<file path="src/rtl/oled_pkg.sv">
// ============================================================================
// Module : oled_pkg
// Brief  : Shared types and constants for the SSD1306 SPI streamer: FSM state
//          encoding, the 25-byte init command list and the resync commands.
// Rev    : 1.0  initial release
// ============================================================================
`default_nettype none

package oled_pkg;

    typedef enum logic [3:0] {
        ST_RST_HOLD    = 4'd0,
        ST_PWR_WAIT    = 4'd1,
        ST_INIT_LOAD   = 4'd2,
        ST_INIT_SHIFT  = 4'd3,
        ST_INIT_NEXT   = 4'd4,
        ST_FETCH       = 4'd5,
        ST_DATA_SHIFT  = 4'd6,
        ST_DATA_NEXT   = 4'd7,
        ST_GAP         = 4'd8,
        ST_RSYNC_LOAD  = 4'd9,
        ST_RSYNC_SHIFT = 4'd10,
        ST_RSYNC_NEXT  = 4'd11
    } state_t;

    localparam int INIT_LEN    = 25;
    localparam int RESYNC_LEN  = 6;
    localparam int FRAME_BYTES = 1024;

    // Init list leaves the panel in horizontal addressing mode, display on.
    function automatic logic [7:0] init_rom(input logic [4:0] idx);
        logic [7:0] v;
        case (idx)
            5'd0:    v = 8'hAE;
            5'd1:    v = 8'hD5;
            5'd2:    v = 8'h80;
            5'd3:    v = 8'hA8;
            5'd4:    v = 8'h3F;
            5'd5:    v = 8'hD3;
            5'd6:    v = 8'h00;
            5'd7:    v = 8'h40;
            5'd8:    v = 8'h8D;
            5'd9:    v = 8'h14;
            5'd10:   v = 8'h20;
            5'd11:   v = 8'h00;
            5'd12:   v = 8'hA1;
            5'd13:   v = 8'hC8;
            5'd14:   v = 8'hDA;
            5'd15:   v = 8'h12;
            5'd16:   v = 8'h81;
            5'd17:   v = 8'hCF;
            5'd18:   v = 8'hD9;
            5'd19:   v = 8'hF1;
            5'd20:   v = 8'hDB;
            5'd21:   v = 8'h40;
            5'd22:   v = 8'hA4;
            5'd23:   v = 8'hA6;
            5'd24:   v = 8'hAF;
            default: v = 8'hE3;
        endcase
        return v;
    endfunction

    // Column range 0..127 then page range 0..7.
    function automatic logic [7:0] resync_cmd(input logic [2:0] idx);
        logic [7:0] v;
        case (idx)
            3'd0:    v = 8'h21;
            3'd1:    v = 8'h00;
            3'd2:    v = 8'h7F;
            3'd3:    v = 8'h22;
            3'd4:    v = 8'h00;
            3'd5:    v = 8'h07;
            default: v = 8'hE3;
        endcase
        return v;
    endfunction

endpackage

`default_nettype wire

</file>
<file path="src/rtl/spi_byte_tx.sv">
// ============================================================================
// Module : spi_byte_tx
// Brief  : Mode-0 SPI byte shifter, MSB first; one byte takes 16*CLK_DIV clks.
// Rev    : 1.0  initial release
// ============================================================================
`default_nettype none

module spi_byte_tx #(
    parameter int CLK_DIV = 4
) (
    input  logic       clk,
    input  logic       rst,
    input  logic       i_start,
    input  logic [7:0] i_byte,
    output logic       o_sclk,
    output logic       o_mosi,
    output logic       o_done
);

    localparam int DIV_W = (CLK_DIV > 1) ? $clog2(CLK_DIV) : 1;

    logic             r_busy_q, w_busy_d;
    logic [DIV_W-1:0] r_div_q,  w_div_d;
    logic [3:0]       r_half_q, w_half_d;
    logic [7:0]       r_sh_q,   w_sh_d;
    logic             r_sclk_q, w_sclk_d;
    logic             r_done_q, w_done_d;

    always_comb begin
        w_busy_d = r_busy_q;
        w_div_d  = r_div_q;
        w_half_d = r_half_q;
        w_sh_d   = r_sh_q;
        w_sclk_d = r_sclk_q;
        w_done_d = 1'b0;
        if (!r_busy_q) begin
            if (i_start) begin
                w_busy_d = 1'b1;
                w_sh_d   = i_byte;
                w_div_d  = '0;
                w_half_d = 4'd0;
                w_sclk_d = 1'b0;
            end
        end else if (r_div_q == DIV_W'(CLK_DIV - 1)) begin
            w_div_d  = '0;
            w_half_d = r_half_q + 4'd1;
            if (!r_half_q[0]) begin
                w_sclk_d = 1'b1;
            end else begin
                // Falling edge: next bit goes out while sclk is low.
                w_sclk_d = 1'b0;
                w_sh_d   = {r_sh_q[6:0], 1'b0};
                if (r_half_q == 4'd15) begin
                    w_busy_d = 1'b0;
                    w_done_d = 1'b1;
                end
            end
        end else begin
            w_div_d = r_div_q + DIV_W'(1);
        end
    end

    always_ff @(posedge clk) begin
        if (rst) begin
            r_busy_q <= 1'b0;
            r_div_q  <= '0;
            r_half_q <= 4'd0;
            r_sh_q   <= 8'h00;
            r_sclk_q <= 1'b0;
            r_done_q <= 1'b0;
        end else begin
            r_busy_q <= w_busy_d;
            r_div_q  <= w_div_d;
            r_half_q <= w_half_d;
            r_sh_q   <= w_sh_d;
            r_sclk_q <= w_sclk_d;
            r_done_q <= w_done_d;
        end
    end

    assign o_sclk = r_sclk_q;
    assign o_mosi = r_sh_q[7];
    assign o_done = r_done_q;

endmodule

`default_nettype wire

</file>
<file path="src/rtl/oled_spi_streamer.sv">
// ============================================================================
// Module : oled_spi_streamer
// Brief  : Resets and initialises a 128x64 SSD1306, then streams 1024-byte
//          frames fetched via byte_counter/data_to_send over 4-wire SPI.
//          Define OLED_FRAME_RESYNC_EN to prefix each frame with address cmds.
// Rev    : 1.0  initial release
// ============================================================================
`default_nettype none

module oled_spi_streamer #(
    parameter int CLK_DIV          = 4,
    parameter int RESET_CYCLES     = 1000,
    parameter int POWERUP_CYCLES   = 100000,
    parameter int FRAME_GAP_CYCLES = 0
) (
    input  logic       clk,
    input  logic       reset,
    output logic [9:0] byte_counter,
    input  logic [7:0] data_to_send,
    output logic       oled_sclk,
    output logic       oled_mosi,
    output logic       oled_cs_n,
    output logic       oled_dc,
    output logic       oled_res_n,
    output logic       frame_done,
    output logic       busy_init
);

    import oled_pkg::*;

    localparam int CNT_MAX_A = (RESET_CYCLES > POWERUP_CYCLES) ? RESET_CYCLES : POWERUP_CYCLES;
    localparam int CNT_MAX_B = (CNT_MAX_A > FRAME_GAP_CYCLES) ? CNT_MAX_A : FRAME_GAP_CYCLES;
    localparam int CNT_MAX   = (CNT_MAX_B > 2) ? CNT_MAX_B : 2;
    localparam int CNT_W     = $clog2(CNT_MAX);

`ifdef OLED_FRAME_RESYNC_EN
    localparam state_t c_frame_start = ST_RSYNC_LOAD;
`else
    localparam state_t c_frame_start = ST_FETCH;
`endif

    state_t           r_state_q, w_state_d;
    logic [CNT_W-1:0] r_cnt_q,   w_cnt_d;
    logic [4:0]       r_idx_q,   w_idx_d;
    logic [9:0]       r_bc_q,    w_bc_d;
    logic             r_cs_n_q,  w_cs_n_d;
    logic             r_dc_q,    w_dc_d;
    logic             r_res_n_q, w_res_n_d;
    logic             r_fdone_q, w_fdone_d;
    logic             r_binit_q, w_binit_d;
    logic             w_tx_start;
    logic [7:0]       w_tx_byte;
    logic             w_tx_done;

    always_comb begin
        w_state_d  = r_state_q;
        w_cnt_d    = '0;
        w_idx_d    = r_idx_q;
        w_bc_d     = r_bc_q;
        w_cs_n_d   = r_cs_n_q;
        w_dc_d     = r_dc_q;
        w_res_n_d  = r_res_n_q;
        w_fdone_d  = 1'b0;
        w_binit_d  = r_binit_q;
        w_tx_start = 1'b0;
        w_tx_byte  = 8'h00;
        case (r_state_q)
            ST_RST_HOLD: begin
                if (r_cnt_q == CNT_W'(RESET_CYCLES - 1)) begin
                    w_res_n_d = 1'b1;
                    w_state_d = ST_PWR_WAIT;
                end else begin
                    w_cnt_d = r_cnt_q + CNT_W'(1);
                end
            end
            ST_PWR_WAIT: begin
                if (r_cnt_q == CNT_W'(POWERUP_CYCLES - 1)) w_state_d = ST_INIT_LOAD;
                else w_cnt_d = r_cnt_q + CNT_W'(1);
            end
            ST_INIT_LOAD: begin
                w_cs_n_d   = 1'b0;
                w_dc_d     = 1'b0;
                w_tx_start = 1'b1;
                w_tx_byte  = init_rom(r_idx_q);
                w_state_d  = ST_INIT_SHIFT;
            end
            ST_INIT_SHIFT: if (w_tx_done) w_state_d = ST_INIT_NEXT;
            ST_INIT_NEXT: begin
                if (r_idx_q == 5'(INIT_LEN - 1)) begin
                    w_binit_d = 1'b0;
                    w_idx_d   = 5'd0;
                    w_state_d = c_frame_start;
                end else begin
                    w_idx_d   = r_idx_q + 5'd1;
                    w_state_d = ST_INIT_LOAD;
                end
            end
            // Index was updated on entry; the two-cycle wait covers the
            // controller's registered lookup before data_to_send is captured.
            ST_FETCH: begin
                w_cs_n_d = 1'b0;
                w_dc_d   = 1'b1;
                if (r_cnt_q == CNT_W'(1)) begin
                    w_tx_start = 1'b1;
                    w_tx_byte  = data_to_send;
                    w_state_d  = ST_DATA_SHIFT;
                end else begin
                    w_cnt_d = r_cnt_q + CNT_W'(1);
                end
            end
            ST_DATA_SHIFT: if (w_tx_done) w_state_d = ST_DATA_NEXT;
            ST_DATA_NEXT: begin
                if (r_bc_q == 10'(FRAME_BYTES - 1)) begin
                    w_fdone_d = 1'b1;
                    w_bc_d    = 10'd0;
                    if (FRAME_GAP_CYCLES > 0) begin
                        w_cs_n_d  = 1'b1;
                        w_state_d = ST_GAP;
                    end else begin
                        w_state_d = c_frame_start;
                    end
                end else begin
                    w_bc_d    = r_bc_q + 10'd1;
                    w_state_d = ST_FETCH;
                end
            end
            ST_GAP: begin
                if (r_cnt_q == CNT_W'(FRAME_GAP_CYCLES - 1)) begin
                    w_cs_n_d  = 1'b0;
                    w_state_d = c_frame_start;
                end else begin
                    w_cnt_d = r_cnt_q + CNT_W'(1);
                end
            end
`ifdef OLED_FRAME_RESYNC_EN
            ST_RSYNC_LOAD: begin
                w_cs_n_d   = 1'b0;
                w_dc_d     = 1'b0;
                w_tx_start = 1'b1;
                w_tx_byte  = resync_cmd(r_idx_q[2:0]);
                w_state_d  = ST_RSYNC_SHIFT;
            end
            ST_RSYNC_SHIFT: if (w_tx_done) w_state_d = ST_RSYNC_NEXT;
            ST_RSYNC_NEXT: begin
                if (r_idx_q == 5'(RESYNC_LEN - 1)) begin
                    w_idx_d   = 5'd0;
                    w_state_d = ST_FETCH;
                end else begin
                    w_idx_d   = r_idx_q + 5'd1;
                    w_state_d = ST_RSYNC_LOAD;
                end
            end
`endif
            default: w_state_d = ST_RST_HOLD;
        endcase
    end

    always_ff @(posedge clk) begin
        if (reset) begin
            r_state_q <= ST_RST_HOLD;
            r_cnt_q   <= '0;
            r_idx_q   <= 5'd0;
            r_bc_q    <= 10'd0;
            r_cs_n_q  <= 1'b1;
            r_dc_q    <= 1'b0;
            r_res_n_q <= 1'b0;
            r_fdone_q <= 1'b0;
            r_binit_q <= 1'b1;
        end else begin
            r_state_q <= w_state_d;
            r_cnt_q   <= w_cnt_d;
            r_idx_q   <= w_idx_d;
            r_bc_q    <= w_bc_d;
            r_cs_n_q  <= w_cs_n_d;
            r_dc_q    <= w_dc_d;
            r_res_n_q <= w_res_n_d;
            r_fdone_q <= w_fdone_d;
            r_binit_q <= w_binit_d;
        end
    end

    spi_byte_tx #(
        .CLK_DIV (CLK_DIV)
    ) u_tx (
        .clk     (clk),
        .rst     (reset),
        .i_start (w_tx_start),
        .i_byte  (w_tx_byte),
        .o_sclk  (oled_sclk),
        .o_mosi  (oled_mosi),
        .o_done  (w_tx_done)
    );

    assign byte_counter = r_bc_q;
    assign oled_cs_n    = r_cs_n_q;
    assign oled_dc      = r_dc_q;
    assign oled_res_n   = r_res_n_q;
    assign frame_done   = r_fdone_q;
    assign busy_init    = r_binit_q;

endmodule

`default_nettype wire

</file>
<file path="config.mk">
export PLATFORM = sky130hd
export DESIGN_NAME = oled_spi_streamer
export DESIGN_NICKNAME = d
export VERILOG_FILES = /design/src/rtl/oled_pkg.sv /design/src/rtl/spi_byte_tx.sv /design/src/rtl/oled_spi_streamer.sv
export SDC_FILE = /design/constraint.sdc
export NUM_CORES = 1
export LEC_CHECK = 0
export CAP_MARGIN = 0
export CORE_UTILIZATION = 50
export DETAILED_ROUTE_END_ITERATION = 7
export PLACE_DENSITY_LB_ADDON = 0.08
export SLEW_MARGIN = 10
export SYNTH_ARGS = -nofsm -noshare
export SYNTH_HDL_FRONTEND = slang
export SYNTH_SLANG_ARGS = --single-unit
</file>
<file path="constraint.sdc">
create_clock -name clk -period 2.7 [get_ports clk]
set_clock_uncertainty 0.15 [all_clocks]
set_input_delay 0.54 -clock clk [delete_from_list [all_inputs] [get_ports clk]]
set_output_delay 0.54 -clock clk [all_outputs]
set_load 0.02 [all_outputs]
</file>
### Word level (Yosys, flattened, before mapping)

Memories as Yosys holds them, arrays and structs flattened. A register that Yosys moved wholly into a read port is not among the register bits.
Cells that the tools add are included.

* add/sub/neg operators: 5
* mux-type cells: 45
* reductions and logical operators: 13
* equal/unequal tests: 24
* bitwise gates (word level): 4

Operators by type and width (count)
* two-way mux 17 bit: 4
* case mux 17 bit (4 select lines): 1
* two-way mux 8 bit: 5
* two-way mux 4 bit: 9
* case mux 4 bit (9 select lines): 1
* == test 17 bit, second input constant: 2
* adder 17 x 1 -> 17 bit, second input constant: 1
* == test 17 x 1 -> 1 bit, second input constant: 1
* == test 17 x 10 -> 1 bit, second input constant: 1
* == test 4 x 3 -> 1 bit, second input constant: 4
* case mux 8 bit (2 select lines): 1
* two-way mux 5 bit: 3
* two-way mux 1 bit: 13
* inequality test 2 bit, second input constant: 6
* adder 10 x 1 -> 10 bit, second input constant: 1
* == test 10 bit, second input constant: 1
* two-way mux 10 bit: 1
* == test 4 x 2 -> 1 bit, second input constant: 2
* == test 4 bit, second input constant: 2
* AND reduction 2 bit: 4
* two-way mux 2 bit: 3
* case mux 1 bit (2 select lines): 3
* AND reduction 6 bit: 1
* nonzero test 2 bit: 3
* other kinds (13): 18

* memories kept: 1
* register bits after elaboration: 58
* logic and storage cells: 107
* output and inout bits: 17
* ROM bits: 256

Memory list
* (no name shown): words 32, width 8, read ports 1, clocked after Yosys merged registers in 1, wr ports 0, RTL line oled_pkg.sv:33 `case (idx)`

### Depth between registers and ports, before layout

Gate-level depths: netlist (run 1).

* depth after elaboration: 5
* depth in mapped cells: 10
* depth with buffers taken out: 10

### By module

A second synthesis (run 1) with hierarchy kept.

* cells, all modules: 401
* area total of the unflattened synthesis: 3418.3 µm²

Modules (own cells, without submodules)
* oled_spi_streamer: sequential area each 960.9 µm², cells each 321, instances 1, area an instance 2646.3 µm²
* spi_byte_tx: sequential area each 320.3 µm², cells each 80, instances 1, area an instance 772.0 µm²

### Worst setup path before layout (run 1)

Ideal clock, no wire load.

* path kind: register to register
* from: register r_state_q[2]
* to: register (tool-made name)
* library setup time: 0.145 ns
* slack: 0.285 ns
* clock period less this slack: 2.415 ns
* path buffers: 1
* arrival time: 2.121 ns
* stages on the path, launching flop included: 10
* path through: dfxtp_1 > or3b_1 > buf_2 > mux2i_4 > nor2_1 > inv_1 > ha_1 > and2_1 > a31oi_1 > o311ai_0

RTL lines
* start, declared: RTL line oled_spi_streamer.sv:42 `state_t r_state_q, w_state_d;`
* start signal, assigned: RTL line oled_spi_streamer.sv:170 `r_state_q <= w_state_d;`

==> key figures, run 1 <==
Run status
  • Outcome: finished clean

Timing
  • # setup viols final: 0
  • Actual slew at the worst max-slew pin: 665 ps
  • RSZ-0062 raised after global routing: false
  • Max Transition Viols Final: 0
  • Fin Setup TNS: 0 ps
  • Crit path time final: 2460 ps
  • Hold WS: 302 ps
  • Headroom to the max-slew limit: 0.556
  • Crit share post-route: 0.910
  • Final Hold Viols: 0
  • FMAX: 407 MHz

Setup path
  • Crit path capture type: flop
  • CP Cell Sequence: ha_1, and4bb_2, mux2_2, nor3_2, nor2_1, o311a_1
  • Crit path kind: reg -> reg
  • CP max FO: 9
  • Crit path DAT: 2530 ps
  • Reg2Reg Depth: 6
  • Critical Path Max Stage Delay: 440 ps
  • Slowest CP cell: dfxtp_1
  • Element type at the critical path start: flop
  • CP Data Required Time: 2770 ps

Hold path
  • Hold Path Cell Cnt: 1
  • Hold Path Class: reg -> reg

Routing
  • ANT nets after route: 0
  • Via density: 6.05
  • Via total after detailed routing: 3049
  • Drt drc: 0
  • Drt wl/cell: between 15 and 20 um
  • DRT Pass-1 Iters: 4
  • DRT iter0 DRCs: around 150
  • Routed WL: between 7000 and 8000 um

Placed design
  • DPL Wire Length: 5500 um
  • Final GP Congestion: roughly 0.88
  • IO Port Bufs: 26
  • Inst Count DP: 488

Floorplanning
  • Die width: 85.2 um
  • Core region area: between 6000 and 7000 um^2
  • I/O Pins: 27
  • DIE AREA: a little over 7000 um^2
  • Starting density of the core: 0.532
  • Std-Cell Rows: 29
  • Die Y: 85.2 um

Logic synthesis
  • Most common cell in the synthesized netlist: dfxtp_1
  • Synthesized instance count: 393
  • Synthesized flop and latch total: 64
  • Mean area per synthesized cell: 8.80 um^2
  • Ys async rst share: 0
  • Ys flop type: dfxtp_1
  • EDFF count, synth: 0
  • Synth unique cells: between 60 and 70
  • Commonest cells in the netlist: 64 x dfxtp_1, 31 x nor2_1, 26 x nor3_1
  • Sequential fraction of the synthesis area: 0.371
  • Synth top area cells: dfxtp_1 37%, ha_1 5.1%, xor2_1 4.3%
  • Yosys top cell area share: 0.371
  • Net count after synthesis: 417
  • Cell Area, Synth: 3460 um^2
  • Synth warnings: 0
  • Synth area leader: dfxtp_1

Global routing
  • Total Routing Usage GR: 0.230
  • Initial antenna violation count: 0
  • Largest net degree at the start of global routing: 61
  • First-pass GRT wire length: 13200 um
  • Vias in the first global route: 2799
  • Grt total ovfl: 0

Layout
  • ANT cells: 0
  • Filler cell count: between 500 and 600
  • Area grow syn2layout: 17.3%
  • NumNets Final: about 450
  • Fraction of layout cells with a size suffix above 1: 0.112
  • FF/Latch Area: 1280 um^2
  • Multi-input logic area: 2020 um^2
  • Final Non-Filler Cells: 504

Clock network
  • Root Driver: clkbuf_8
  • CTS max path bufs: 2
  • Clk_lat worst skew: approximately 340 ps
  • Num Clock Sinks: 64
  • Setup bufs post-CTS: 0
  • H-tree Lvls: 3
  • CTS tree: built
  • Clock transition at path regs: 80 ps
  • Cts bufs inserted: 9

Flow run
  • Max cap viols: 0

Pwr
  • P_leak: 1.47 nW
  • Pwr/cell area: around 680 nW/um^2
  • Peak supply drop: 0.302 mV
[cell usage in the layout (no fill, tap or decap), types with 4 or more instances in the layout]
cell type / n
nand4_1: 8
dfxtp_1: 64
and3_1: 11
a21oi_1: 14
nor3_1: 26
a31oi_1: 10
nand3_1: 19
xor2_1: 17
nand2_1: 23
clkbuf_8: 11
nor2_1: 30
and4_1: 4
a221oi_1: 6
mux2i_1: 6
ha_1: 14
inv_1: 16
clkdlybuf4s50_1: 25
nor4_1: 4
a22oi_1: 4
o32ai_1: 7
o211ai_1: 6
buf_4: 14
xnor2_1: 9
a21o_1: 4
o21ai_0: 13
a2111o_1: 5
[critical path: cells and delay by family, from the launching register on]
kind / cells / cell delay (ps)
DFF: 1 / 440
AOI/OAI and AO/OA: 1 / 340
muxes: 1 / 430
adders and majority gates: 1 / 260
and+or+nand+nor: 3 / 720
[cell type report]
type	instances	share of cell area
multi-input cells	290	0.497
clock inverters	5	0.0210
flip-flops and latches	64	0.316
well taps	77	0.0238
repair buffers	40	0.0889
inverters	17	0.0157
clock buffers	11	0.0373
[power by group]
group	internal (W)	switching (W)
clock	0.000577	0.000393
sequential	0.00102	0.0000709
combinational	0.000281	0.000398
[worst paths after layout]
path	to	slack (ps)	startpoint
min reg2reg	oled_cs_n	300	oled_cs_n
max	flop	240	r_idx_q[1]
max reg2reg	flop	240	r_idx_q[1]
min	oled_cs_n	300	oled_cs_n
[stage by stage]
| step | power [W] | util | setup slack (ps) | area [um^2] |
|---|---|---|---|---|
| after floorplan | 0.00162 | - | 285 | 3460 |
| after global placement | 0.00178 | 0.587 | 234 | 3810 |
| after detailed placement | 0.00179 | 0.587 | 184 | 3810 |
| after CTS | 0.00276 | 0.623 | 160 | 4050 |
| after global routing | 0.00290 | 0.624 | 59.7 | 4060 |
| final | 0.00274 | 0.624 | 244 | 4060 |
[kinds of logic after synthesis]
logic type / Yosys count / synth area share
AO/OA/AOI/OAI: 87 / 0.186
XOR/XNOR: 26 / 0.0659
adder cells (fa/ha/maj): 14 / 0.0507
buffers and inverters: 39 / 0.0478
flip-flops: 64 / 0.371
multiplexers: 9 / 0.0304
AND/OR/NAND/NOR: 154 / 0.249
[metal layers]
metal / global-route usage / vias to the layer above / part of all wire
li1: - / 1521 / -
met1: 0.288 / 1441 / 0.47
met2: 0.384 / 72 / 0.47
met3: 0.0447 / 15 / 0.036
met4: 0.102 / 0 / 0.023
met5: 0 / - / 0
[timing repair]
action / CTS / global route
hold buffers: 0 / 0
hold endpoints to repair: 0 / 0
resized for setup: 0 / 2
setup endpoints to repair: 0 / 3
Power figures use the tool's default switching activity.
==> run 2: changes to the inputs <==
Settings changed: GPL_ROUTABILITY_DRIVEN set to 1.
==> results of run 2 <==
Same layout as run 1: the final DEF is identical, and so are final timing and power.
